### config.mk
export PLATFORM = sky130hd
export DESIGN_NAME = led_cmd_pwm
export DESIGN_NICKNAME = d
export VERILOG_FILES = /design/src/rtl/led_cmd_pwm_pkg.sv /design/src/rtl/pwm_channel_bank.sv /design/src/rtl/led_cmd_pwm.sv
export SDC_FILE = /design/constraint.sdc
export NUM_CORES = 1
export LEC_CHECK = 0
export ABC_AREA = 1
export ABC_CLOCK_PERIOD_IN_PS = 6140
export CAP_MARGIN = 0
export CORE_AREA = 3 3 127 129
export CTS_CLUSTER_SIZE = 20
export DETAILED_ROUTE_END_ITERATION = 8
export DIE_AREA = 0 0 130 132
export GPL_ROUTABILITY_DRIVEN = 0
export PLACE_DENSITY = 0.82
export SKIP_CTS_REPAIR_TIMING = 1
export SLEW_MARGIN = 10
export SYNTH_ARGS = -nofsm -noshare
export SYNTH_HDL_FRONTEND = slang
export SYNTH_SLANG_ARGS = --single-unit
### constraint.sdc
create_clock -name sysclk -period 6.14 [get_ports sysclk]
set_clock_uncertainty 0.05 [all_clocks]
set_input_delay 0.614 -clock sysclk [delete_from_list [all_inputs] [get_ports sysclk]]
set_output_delay 0.614 -clock sysclk [all_outputs]
set_load 0.005 [all_outputs]
### src/rtl/led_cmd_pwm_pkg.sv
// ---------------------------------------------------------------------------
// led_cmd_pwm_pkg
// Shared definitions for the LED command decoder and its PWM channel bank:
// frame field widths, command opcodes, FSM state and action encodings, and
// a helper that maps a raw command byte onto an action.
// ---------------------------------------------------------------------------
package led_cmd_pwm_pkg;

    localparam int CMD_BITS         = 8;
    localparam int ADDR_BITS        = 8;
    localparam int PAYLOAD_BITS     = 8;
    localparam int FRAME_BITS       = CMD_BITS + ADDR_BITS + PAYLOAD_BITS;
    localparam int DEFAULT_NUM_LEDS = 8;
    localparam int BRIGHT_W         = 7;

    // The PWM counter runs 0..PWM_TOP, giving a 127-tick period
    localparam logic [BRIGHT_W-1:0] PWM_TOP = 7'd126;

    localparam logic [CMD_BITS-1:0] CMD_NOP     = 8'h00;
    localparam logic [CMD_BITS-1:0] CMD_LED_SET = 8'h01;
    localparam logic [CMD_BITS-1:0] CMD_LED_GET = 8'h02;
    localparam logic [CMD_BITS-1:0] CMD_ALL_OFF = 8'h03;

    typedef enum logic [1:0] {
        LC_IDLE   = 2'd0,
        LC_DECODE = 2'd1,
        LC_EXEC   = 2'd2
    } lc_state_t;

    typedef enum logic [2:0] {
        ACT_NOP     = 3'd0,
        ACT_SET     = 3'd1,
        ACT_GET     = 3'd2,
        ACT_ALL_OFF = 3'd3,
        ACT_BAD     = 3'd4
    } lc_action_t;

    // Unknown opcodes collapse onto ACT_BAD so EXEC only has to count them
    function automatic lc_action_t classifyCmd(input logic [CMD_BITS-1:0] cmd);
        case (cmd)
            CMD_NOP:     return ACT_NOP;
            CMD_LED_SET: return ACT_SET;
            CMD_LED_GET: return ACT_GET;
            CMD_ALL_OFF: return ACT_ALL_OFF;
            default:     return ACT_BAD;
        endcase
    endfunction

endpackage

### src/rtl/pwm_channel_bank.sv
// ---------------------------------------------------------------------------
// pwm_channel_bank
// Shared prescaler and 7-bit PWM counter driving NUM_LEDS comparators.
// Brightness is sampled into shadow registers only when the PWM counter
// wraps, so a new value never cuts a period short or stretches it.
//
// Ports:
//   sysclk    in   system clock
//   rst       in   asynchronous active-high reset
//   i_bright  in   packed brightness bus, 7 bits per channel, channel 0 lowest
//   o_leds    out  registered PWM outputs, bit 0 is channel 0
// ---------------------------------------------------------------------------
module pwm_channel_bank
    import led_cmd_pwm_pkg::*;
#(
    parameter int NUM_LEDS = DEFAULT_NUM_LEDS,
    parameter int PWM_DIV  = 4
) (
    input  logic                         sysclk,
    input  logic                         rst,
    input  logic [NUM_LEDS*BRIGHT_W-1:0] i_bright,
    output logic [NUM_LEDS-1:0]          o_leds
);

    localparam int PRE_W = (PWM_DIV > 1) ? $clog2(PWM_DIV) : 1;
    localparam logic [PRE_W-1:0] PRE_LAST = PRE_W'(PWM_DIV - 1);

    logic [PRE_W-1:0]                    r_pre;
    logic [BRIGHT_W-1:0]                 r_pwmCnt;
    logic [NUM_LEDS-1:0][BRIGHT_W-1:0]   r_shadow;
    logic [NUM_LEDS-1:0]                 r_leds;
    logic                                w_tick;

    assign w_tick = (r_pre == PRE_LAST);
    assign o_leds = r_leds;

    // Prescaler, PWM counter, period-boundary shadow load and comparators.
    // The comparator output is registered so the LED pins never see the
    // compare logic directly.
    always_ff @(posedge sysclk or posedge rst) begin
        if (rst) begin
            r_pre    <= '0;
            r_pwmCnt <= '0;
            r_shadow <= '0;
            r_leds   <= '0;
        end else begin
            if (w_tick) begin
                r_pre <= '0;
                if (r_pwmCnt == PWM_TOP) begin
                    r_pwmCnt <= '0;
                    r_shadow <= i_bright;
                end else begin
                    r_pwmCnt <= r_pwmCnt + 7'd1;
                end
            end else begin
                r_pre <= r_pre + PRE_W'(1);
            end
            for (int i = 0; i < NUM_LEDS; i++) begin
                r_leds[i] <= (r_pwmCnt < r_shadow[i]);
            end
        end
    end

endmodule

### src/rtl/led_cmd_pwm.sv
// ---------------------------------------------------------------------------
// led_cmd_pwm
// Decodes SPI frames {cmd, addr, payload} from the slave receiver, keeps one
// 7-bit brightness register per LED, builds the readback frame for the next
// transfer and counts rejected frames. PWM generation lives in
// pwm_channel_bank.
//
// Ports:
//   sysclk    in   system clock
//   rst       in   asynchronous active-high reset
//   rx_dv     in   one-cycle strobe, rx_frame valid
//   rx_frame  in   {cmd, addr, payload}
//   tx_frame  out  readback frame
//   tx_load   out  one-cycle strobe when tx_frame changes
//   busy      out  high while a frame is being processed
//   err_cnt   out  saturating count of rejected frames
//   leds      out  PWM outputs, bit 0 is led1
// ---------------------------------------------------------------------------
module led_cmd_pwm
    import led_cmd_pwm_pkg::*;
#(
    parameter int NUM_LEDS = DEFAULT_NUM_LEDS,
    parameter int PWM_DIV  = 4,
    parameter int FRAME_W  = FRAME_BITS
) (
    input  logic               sysclk,
    input  logic               rst,
    input  logic               rx_dv,
    input  logic [FRAME_W-1:0] rx_frame,
    output logic [FRAME_W-1:0] tx_frame,
    output logic               tx_load,
    output logic               busy,
    output logic [7:0]         err_cnt,
    output logic [NUM_LEDS-1:0] leds
);

    localparam int IDX_W = (NUM_LEDS > 1) ? $clog2(NUM_LEDS) : 1;

    lc_state_t                          r_state;
    lc_state_t                          w_nextState;
    logic [CMD_BITS-1:0]                r_cmd;
    logic [ADDR_BITS-1:0]               r_addr;
    logic [BRIGHT_W-1:0]                r_level;
    lc_action_t                         r_action;
    logic                               r_addrOk;
    logic [NUM_LEDS-1:0][BRIGHT_W-1:0]  r_bright;
    logic [FRAME_W-1:0]                 r_txFrame;
    logic                               r_txLoad;
    logic [7:0]                         r_errCnt;

    logic                               w_addrOk;
    logic                               w_execReject;
    logic                               w_busyDrop;
    logic                               w_errInc;
    logic [IDX_W-1:0]                   w_idx;
    logic                               w_unusedPayloadLsb;

    // payload[0] carries no brightness information
    assign w_unusedPayloadLsb = rx_frame[0];

    assign w_addrOk     = (32'(r_addr) < 32'(NUM_LEDS));
    assign w_idx        = r_addr[IDX_W-1:0];
    assign w_busyDrop   = rx_dv && (r_state != LC_IDLE);
    assign w_execReject = (r_state == LC_EXEC) &&
                          ((r_action == ACT_BAD) ||
                           (((r_action == ACT_SET) || (r_action == ACT_GET)) && !r_addrOk));
    // A busy-drop and an EXEC reject in the same cycle still count once
    assign w_errInc     = w_busyDrop || w_execReject;

    assign tx_frame = r_txFrame;
    assign tx_load  = r_txLoad;
    assign busy     = (r_state != LC_IDLE);
    assign err_cnt  = r_errCnt;

    // State register
    always_ff @(posedge sysclk or posedge rst) begin
        if (rst) begin
            r_state <= LC_IDLE;
        end else begin
            r_state <= w_nextState;
        end
    end

    // Fixed three-step walk; only IDLE looks at rx_dv
    always_comb begin
        w_nextState = r_state;
        case (r_state)
            LC_IDLE:   if (rx_dv) w_nextState = LC_DECODE;
            LC_DECODE: w_nextState = LC_EXEC;
            LC_EXEC:   w_nextState = LC_IDLE;
            default:   w_nextState = LC_IDLE;
        endcase
    end

    // Frame latch, decode registers, brightness file, readback frame and
    // error counter. The decode result is registered in DECODE so EXEC acts
    // purely on stored values.
    always_ff @(posedge sysclk or posedge rst) begin
        if (rst) begin
            r_cmd     <= '0;
            r_addr    <= '0;
            r_level   <= '0;
            r_action  <= ACT_NOP;
            r_addrOk  <= 1'b0;
            r_bright  <= '0;
            r_txFrame <= '0;
            r_txLoad  <= 1'b0;
            r_errCnt  <= '0;
        end else begin
            r_txLoad <= 1'b0;

            if ((r_state == LC_IDLE) && rx_dv) begin
                r_cmd   <= rx_frame[FRAME_W-1 -: CMD_BITS];
                r_addr  <= rx_frame[ADDR_BITS+PAYLOAD_BITS-1 -: ADDR_BITS];
                r_level <= rx_frame[PAYLOAD_BITS-1:1];
            end

            if (r_state == LC_DECODE) begin
                r_addrOk <= w_addrOk;
                r_action <= classifyCmd(r_cmd);
            end

            if (r_state == LC_EXEC) begin
                case (r_action)
                    ACT_SET: begin
                        if (r_addrOk) r_bright[w_idx] <= r_level;
                    end
                    ACT_GET: begin
                        r_txLoad  <= 1'b1;
                        r_txFrame <= FRAME_W'({CMD_LED_GET, r_addr,
                                     r_addrOk ? {r_bright[w_idx], 1'b0} : 8'hFF});
                    end
                    ACT_ALL_OFF: r_bright <= '0;
                    default: ;
                endcase
            end

            if (w_errInc && (r_errCnt != 8'hFF)) begin
                r_errCnt <= r_errCnt + 8'd1;
            end
        end
    end

    pwm_channel_bank #(
        .NUM_LEDS (NUM_LEDS),
        .PWM_DIV  (PWM_DIV)
    ) u_pwmBank (
        .sysclk   (sysclk),
        .rst      (rst),
        .i_bright (r_bright),
        .o_leds   (leds)
    );

endmodule

# ---- Yosys cells after proc, flatten, opt, wreduce, memory -nomap -nowiden
# Index checks and enable logic that the tools add are counted.
dict set report totals {
  regBits 184
  inputBits 27
  out_inout_bits 42
  elab_cells 88
}
dict set report classes {
  addsub 3
  n_mux 15
  n_reduce_logical 17
  eq_ne 14
  order_cmp 11
}
# cell n
set ops {}
lappend ops {{case mux 56 bit (2 select lines)} 1}
lappend ops {{bitwise mux 56 bit} 1}
lappend ops {{less-than comparator 7 bit} 8}
lappend ops {{2-to-1 mux 56 bit} 1}
lappend ops {{binary-select mux 7 bit (select 3 bit)} 1}
lappend ops {{demux 7 bit (select 3 bit)} 1}
lappend ops {{2-to-1 mux 7 bit} 3}
lappend ops {{equality test 8 x 2 -> 1 bit, second input constant} 2}
lappend ops {{case mux 3 bit (4 select lines)} 1}
lappend ops {{adder 8 x 1 -> 8 bit, second input constant} 1}
lappend ops {{equality test 8 x 1 -> 1 bit, second input constant} 1}
lappend ops {{logical NOT 8 bit} 1}
lappend ops {{less-than comparator 8 x 4 -> 1 bit, second input constant} 1}
lappend ops {{2-to-1 mux 8 bit} 1}
lappend ops {{inequality test 8 bit, second input constant} 1}
lappend ops {{adder 7 x 1 -> 7 bit, second input constant} 1}
lappend ops {{equality test 7 bit, second input constant} 1}
lappend ops {{equality test 3 x 2 -> 1 bit, second input constant} 2}
lappend ops {{logical AND 1 bit} 6}
lappend ops {{equality test 2 bit, second input constant} 2}
lappend ops {{less-than comparator 3 x 4 -> 1 bit, second input constant} 1}
lappend ops {{2-to-1 mux 2 bit} 2}
lappend ops {{inequality test 2 bit, second input constant} 2}
lappend ops {{case mux 2 bit (2 select lines)} 1}
lappend ops {{other kinds (12)} 17}

# ---- Logic depth before layout (Yosys ltp)
# Gate-level depths: netlist of run 1.
dict set report depth {
  word_depth 7
  ltp_mapped 11
  depth_no_buf 10
}

# ---- Hierarchy
# Synthesis of run 1 repeated with hierarchy kept, for this count alone.
dict set report unflattened {
  cells_unflattened 1058
  area_unflattened_um2 8899.8
}
# module seq_area_each_um2 instances cells_per_inst area_each_um2
set modules_own_cells {}
lappend modules_own_cells {led_cmd_pwm 2777.7 1 557 4879.7}
lappend modules_own_cells {pwm_channel_bank 1826.8 1 501 4020.1}

# ---- Least setup slack after synthesis of run 1
# OpenSTA, ideal clock, no wires.
dict set report synth_path {
  path_kind {register -> register}
  start {reg u_pwmBank.r_pwmCnt[2]}
  end {reg u_pwmBank.r_shadow[10] in the netlist's numbering}
  setup_time_ns 0.126
  t_required_ns 5.964
  synth_period_minus_slack_ns 1.514
  path_buffers 1
  arrival_time_ns 1.339
  path_slack_ns 4.626
  stages_incl_launch_ff 7
  cell_sequence {dfrtp_1 -> nand2_1 -> nor2_4 -> nand4_4 -> clkinv_2 -> buf_2 -> o21ai_0}
}
dict set report synth_via {
  elab_chain_len 2
}
# element line
set synth_lines {}
lappend synth_lines {{start, declared} pwm_channel_bank.sv:29} ;# logic [BRIGHT_W-1:0] r_pwmCnt;
lappend synth_lines {{start signal, assigned} pwm_channel_bank.sv:53} ;# r_pwmCnt <= r_pwmCnt + 7'd1;
lappend synth_lines {{equality test 7 bit} pwm_channel_bank.sv:49} ;# if (r_pwmCnt == PWM_TOP) begin
lappend synth_lines {{AND reduction 2 bit (no source line)} -}
lappend synth_lines {{end signal, assigned} pwm_channel_bank.sv:51} ;# r_shadow <= i_bright;
lappend synth_lines {{end, declared} pwm_channel_bank.sv:30} ;# logic [NUM_LEDS-1:0][BRIGHT_W-1:0] r_shadow;
# Every way passes these cells.
# A chain may end at the register's enable or synchronous reset.

# ---- Worst setup path after layout of run 1
dict set report layout_path {
  start {reg u_pwmBank.r_pwmCnt[2]}
  end {reg u_pwmBank.r_shadow[31] in the netlist's numbering}
}
# The elaborated chain is that of the path after synthesis.

==> results of run 1 <==
-- worst register-to-register path: stages, from the launching register on --
cell and delay (ns):
dfrtp_1 0.80, nand2_1 0.24, nor2_4 0.21, nand4_4 0.68, clkinv_2 0.82, nand2_1 0.16, o21ai_0 0.12
-- cell usage after synthesis (7+ instances only) --
master / count / area, sq um
nand2_1: 278 / 1040
dfrtp_1: 184 / 4600
inv_1: 100 / 375
o21ai_0: 77 / 385
ha_1: 52 / 651
nor2_1: 44 / 165
a21oi_1: 43 / 215
nand3_1: 40 / 200
o21ai_1: 34 / 170
o22ai_1: 30 / 188
buf_4: 10 / 75.1
nand2_2: 10 / 62.6
buf_2: 9 / 45.0
nand4_1: 7 / 43.8
-- layout make-up --
class                      count  area [sq um]  share of cell area [%]
clock buffer                  18           439                    4.36
clock inverter                13           238                    2.36
tap                          188           235                    2.34
inverter                     107           410                    4.08
multi-input combinational    660          3530                    35.0
sequential                   184          4600                    45.7
timing repair buffer          62           616                    6.11
-- power by group --
part | internal (mW) | switching, mW
clock | 0.778 | 0.471
combinational | 0.118 | 0.216
sequential | 1.27 | 0.0728
-- layer usage --
metal	wire [microns]	track usage [%]
met2	9480	38.4
met3	1580	6.97
met1	8860	35.1
met5	0	0
met4	743	10.1
-- cell usage in the layout, fill, tap and decap left out, types with 2 or more instances in the layout --
cell,n
inv_1,99
o211ai_1,5
nand3_1,40
nor3_4,6
nor2_2,2
inv_6,4
o21ai_0,77
o22ai_1,30
ha_1,52
clkdlybuf4s50_1,60
nand4_1,7
or2_2,3
nor3_1,4
nand2_1,278
inv_2,4
bufinv_16,6
nand2_2,10
clkbuf_16,17
clkinv_2,2
xor2_1,4
o21ai_1,34
dfrtp_1,184
buf_4,2
nor2_4,2
a21oi_1,43
clkinvlp_4,2
nor2_1,44
conb_1,7
-- how the worst max path moves through the flow --
stage | start | endpoint | slack (ns) | depth (start not counted)
final | u_pwmBank.r_pwmCnt[2]$_DFFE_PP0P_ | u_pwmBank.r_shadow[31]$_DFFE_PP0P_ | 2.97 | 6
after CTS | u_pwmBank.r_pwmCnt[2]$_DFFE_PP0P_ | u_pwmBank.r_shadow[31]$_DFFE_PP0P_ | 3.00 | 6
after global placement | u_pwmBank.r_pwmCnt[2]$_DFFE_PP0P_ | u_pwmBank.r_shadow[32]$_DFFE_PP0P_ | 3.18 | 5
after floorplan | rst | err_cnt[0]$_DFFE_PP0P_ | 0.48 | 1
after global routing | u_pwmBank.r_pwmCnt[3]$_DFFE_PP0P_ | u_pwmBank.r_shadow[31]$_DFFE_PP0P_ | 2.67 | 6
after detailed placement | u_pwmBank.r_pwmCnt[2]$_DFFE_PP0P_ | u_pwmBank.r_shadow[54]$_DFFE_PP0P_ | 3.02 | 6
-- sequential cells by signal, summed over array words and instances (netlist names), 3 cells and up --
| signal | count |
|---|---|
| err_cnt | 8 |
| r_action | 3 |
| r_addr | 8 |
| r_bright | 56 |
| r_cmd | 8 |
| r_level | 7 |
| tx_frame | 17 |
| u_pwmBank.o_leds | 8 |
| u_pwmBank.r_pwmCnt | 7 |
| u_pwmBank.r_shadow | 56 |
-- cells by family after synthesis --
| group | count (synthesis) | synth area share [%] |
|---|---|---|
| fa+ha+maj | 52 | 7.46 |
| other cells | 1 | 0.0430 |
| compound gates | 196 | 12.3 |
| buf+inv | 137 | 6.95 |
| flops | 184 | 52.8 |
| simple gates | 400 | 19.9 |
| xor+xnor | 5 | 0.502 |
-- stage by stage --
step	instances	power (mW)	setup slack, ns	area (sq um)	util, %
2_1_floorplan	981	1.57	0.476	8740	-
3_3_place_gp	1201	1.69	3.18	9390	62.0
3_5_place_dp	1201	1.70	3.02	9390	62.0
4_1_cts	1232	2.94	3.00	10100	66.5
5_1_grt	1232	3.03	2.67	10100	66.5
6_report	1232	2.93	2.97	10100	66.5
==> flow_summary_export.csv, run 1 <==
group,metric,value,unit
layout,area_growth,15.5,%
synthesis,synth_area,0.00872,sq mm
layout,drive_above_1_share,6.80,%
setup_path,crit_top_cell,"nand2_1",
timing,worst_hold_slack,0.377,ns
floorplan,rows,45,
floorplan,dieWidth,130,microns
drt,wl_per_cell,16.8,microns
synthesis,ys_seq_area_share,52.8,%
floorplan,core_area,0.0151,sq mm
drt,final_antenna_net_count,0,
global_route,grt_use_total,25.4,%
setup_path,r2r_setup_slack,2.97,ns
global_route,grt_pass1_wl,34.0,mm
clocking,cts_tree,"done",
timing,rsz0062_at_grt,"false",
drt,vias,6986,
synthesis,ys_types,41,
clocking,cts_max_path_buffers,2,
timing,slew_headroom,40.6,%
floorplan,die_h,132,microns
setup_path,cp.arrival,3.44,ns
clocking,path_clk_slew,0.07,ns
drt,drc_errors,0,
clocking,clock_sinks,184,
worst_hold_path,min_to,"u_pwmBank.r_pre[0]$_DFF_PP0_",
run_status,outcome,"finished, final reports clean",
timing,tns,0,ns
timing,hold_viol,0,
synthesis,ys_warn_count,0,
floorplan,die_area,0.0172,sq mm
timing,min_period,3.17,ns
placement,dp_hpwl,13.8,mm
power,ir_drop,0.251,mV
clocking,clk_latency,0.43,ns
setup_path,path_class,"register to register",
drt,first_iter_violations,561,
synthesis,synth_flop_cell,"dfrtp_1",
floorplan,start_util,57.5,%
synthesis,async_flop_share,100,%
synthesis,synth-seq-cells,184,
setup_path,slowest_delay,0.82,ns
global_route,first_global_vias,6744,
timing,timing.final.setup_violations,0,
setup_path,crit_required,6.42,ns
setup_path,rr_endpoint,"u_pwmBank.r_shadow[31]$_DFFE_PP0P_",
worst_hold_path,hold_class,"register to register",
clocking,h-tree-depth,4,
placement,portBuffers,60,
setup_path,crit_fanout,63,
layout,antennaDiodeCount,0,
synthesis,synth_edf_count,0,
setup_path,cp.buffers_inverters,1,
job,maxCapViolCount,0,
setup_path,start_kind,"register",
worst_hold_path,worstHoldStart,"u_pwmBank.r_pre[0]$_DFF_PP0_",
drt,vias_per_cell,5.67,
drt,firstDrtPassIters,8,
timing,worst_pin_slew,0.889,ns
layout,layout.nets,1111,
worst_hold_path,hold_path_depth,1,
global_route,antenna_found_initial,0,
setup_path,worstPathCellList,"nand2_1 -> nor2_4 -> nand4_4 -> clkinv_2 -> nand2_1 -> o21ai_0",
power,p_per_area,291,mW/mm^2
drt,wl,20.7,mm
clocking,clockRootBuffer,"clkbuf_16",
setup_path,cp_top_family,"simple AND/OR/NAND/NOR gates",
synthesis,avgSynthCellArea,8.94,sq um
layout,nFillCells,1180,
timing,fmax,316,MHz
power,p_leak,4.64,nW
global_route,overflow,0,
clocking,cts_made_buffers,17,
setup_path,reg2reg_depth,6,
setup_path,crit_slowest_cell,"clkinv_2",
synthesis,netlist_instances,975,
setup_path,worstReg2RegStart,"u_pwmBank.r_pwmCnt[2]$_DFFE_PP0P_",
timing,drv_slew,0,
setup_path,end_kind,"register",
timing,fin_crit_sh,51.6,%
floorplan,ios,69,
global_route,grt_max_degree,70,
No activity file was read; power rests on OpenSTA's default activity.
==> run 2, diff against run 1 <==
ABC_CLOCK_PERIOD_IN_PS = 3100   (was 6140)
clock period = 3.1 ns   (was 6.14 ns; I/O delays follow)
==> run 2 against run 1 <==
  * Via count rose by 0.13%
  * Wire length grew 0.95%
  * Fmax grew 34%
  * Highest routed layer unchanged
  * Setup slack got worse by 2.2 ns
==> flow_summary_export.csv, run 2 (same netlist as run 1, synthesis figures left out) <==
group,metric,value,unit
run_status,outcome,"finished, final reports clean",
global_route,first_global_vias,6779,
floorplan,dieWidth,130,microns
clocking,clock_sinks,184,
power,p_per_area,548,mW/mm^2
drt,wl,20.9,mm
layout,antennaDiodeCount,0,
global_route,antenna_found_initial,0,
timing,rsz0062_at_grt,"false",
timing,fmax,423,MHz
floorplan,die_h,132,microns
layout,nFillCells,1186,
worst_hold_path,hold_class,"input port to async pin",
power,p_leak,4.64,nW
global_route,grt_pass1_wl,34.3,mm
layout,layout.nets,1116,
drt,firstDrtPassIters,5,
setup_path,cp.arrival,2.63,ns
layout,register_area,0.00460,sq mm
global_route,grt_max_degree,70,
layout,fin_util,66.4,%
layout,multi_input_area,0.00353,sq mm
drt,vias,6995,
clocking,path_clk_slew,0.06,ns
floorplan,ios,69,
global_route,grt_use_total,25.5,%
global_route,overflow,0,
setup_path,worstPathCellList,"clkinv_1 -> ha_1 -> nand4_4 -> clkinv_2 -> o21ai_0",
layout,layout.cells.non_filler,1237,
clocking,clockRootBuffer,"clkbuf_16",
placement,portBuffers,60,
drt,wl_per_cell,16.9,microns
drt,drc_errors,0,
job,maxCapViolCount,0,
layout,drive_above_1_share,7.05,%
timing,hold_viol,0,
drt,vias_per_cell,5.65,
placement,dp_hpwl,14.3,mm
drt,final_antenna_net_count,0,
layout,area_growth,15.4,%
layout,layout_common_cells,"278 x nand2_1, 184 x dfrtp_1, 99 x inv_1, 77 x o21ai_0, 60 x clkdlybuf4s50_1",
clocking,h-tree-depth,4,
floorplan,start_util,57.5,%
setup_path,crit_slowest_cell,"clkinv_2",
timing,tns,0,ns
timing,worst_pin_slew,0.799,ns
clocking,cts_max_path_buffers,2,
drt,first_iter_violations,611,
timing,fin_crit_sh,76.2,%
setup_path,crit_fanout,55,
setup_path,crit_required,3.37,ns
timing,drv_slew,0,
timing,slew_headroom,46.6,%
clocking,clk_latency,0.43,ns
timing,min_period,2.36,ns
timing,timing.final.setup_violations,0,
setup_path,end_kind,"register",
floorplan,die_area,0.0172,sq mm
clocking,cts_made_buffers,17,
power,ir_drop,0.434,mV
placement,dpl.cell_count,1206,
setup_path,path_class,"register to register",
setup_path,start_kind,"register",
floorplan,core_area,0.0151,sq mm
clocking,cts_tree,"done",
floorplan,rows,45,
layout,final_common_cell,"nand2_1",
setup_path,slowest_delay,0.51,ns
-- run 2: changes by cell type in the layout (fill, tap and decap cells not counted), sizes merged --
cell	before	now
clkbuf	18	24
buf	2	7
inv	109	104
bufinv	6	2
clkinv	3	6
-- run 2: worst max-delay path, delay by kind of cell, from the launching register on --
kind / cells / cell delay, ns
AND/OR/NAND/NOR: 1 / 0.12
adder cells (fa/ha/maj): 1 / 0.41
buffers and inverters: 2 / 0.88
AO/OA/AOI/OAI: 1 / 0.40
flip-flops: 1 / 0.38
-- run 2: final timing paths --
kind,startpoint,end,slack [ns],cells past startpoint
setup / recovery,u_pwmBank.r_pwmCnt[0]$_DFFE_PP0P_,u_pwmBank.r_shadow[31]$_DFFE_PP0P_,0.74,5
hold / removal,rst,r_bright[49]$_DFFE_PP0P_,0.24,2
setup reg to reg,u_pwmBank.r_pwmCnt[0]$_DFFE_PP0P_,u_pwmBank.r_shadow[31]$_DFFE_PP0P_,0.74,5
hold reg to reg,u_pwmBank.r_pre[0]$_DFF_PP0_,u_pwmBank.r_pre[0]$_DFF_PP0_,0.38,1
max in group asynchronous,rst,u_pwmBank.r_pwmCnt[5]$_DFFE_PP0P_,2.03,3
min in group sysclk,rx_frame[19],r_cmd[3]$_DFFE_PP0P_,0.37,3
-- run 2: where the power goes --
part           total [mW]  internal (mW)  switching [mW]
Clock                2.18           1.29           0.887
Sequential           2.68           2.52           0.154
Combinational       0.662          0.242           0.420
-- run 2: cell type report --
| cell class | count | area share, % |
|---|---|---|
| clock buffers | 24 | 4.99 |
| clock inverters | 7 | 0.908 |
| inverters | 107 | 4.07 |
| multi-input cells | 660 | 35.1 |
| flip-flops and latches | 184 | 45.8 |
| well taps | 188 | 2.34 |
| repair buffers | 67 | 6.86 |
-- run 2: metal layers --
metal	share of wire, %	up-vias	global-route usage, %
met4	1.3	0	7.33
met3	7.8	25	6.04
met2	48	273	39.2
met1	43	3382	36.5
met5	0	-	0
li1	-	3315	-
-- run 2: metrics by stage --
| stage | instance area, sq um | power (mW) | hold WS, ns | setup WS (ns) |
|---|---|---|---|---|
| 4_1_cts | 10100 | 5.53 | 0.242 | 0.705 |
| 6_report | 10100 | 5.52 | 0.240 | 0.737 |
| 3_3_place_gp | 9470 | 3.35 | 0.364 | 0.867 |
| 5_1_grt | 10100 | 5.72 | 0.275 | 0.489 |
| 3_5_place_dp | 9470 | 3.37 | 0.371 | 0.710 |
| 2_1_floorplan | 8740 | 3.10 | 0.353 | 0.375 |
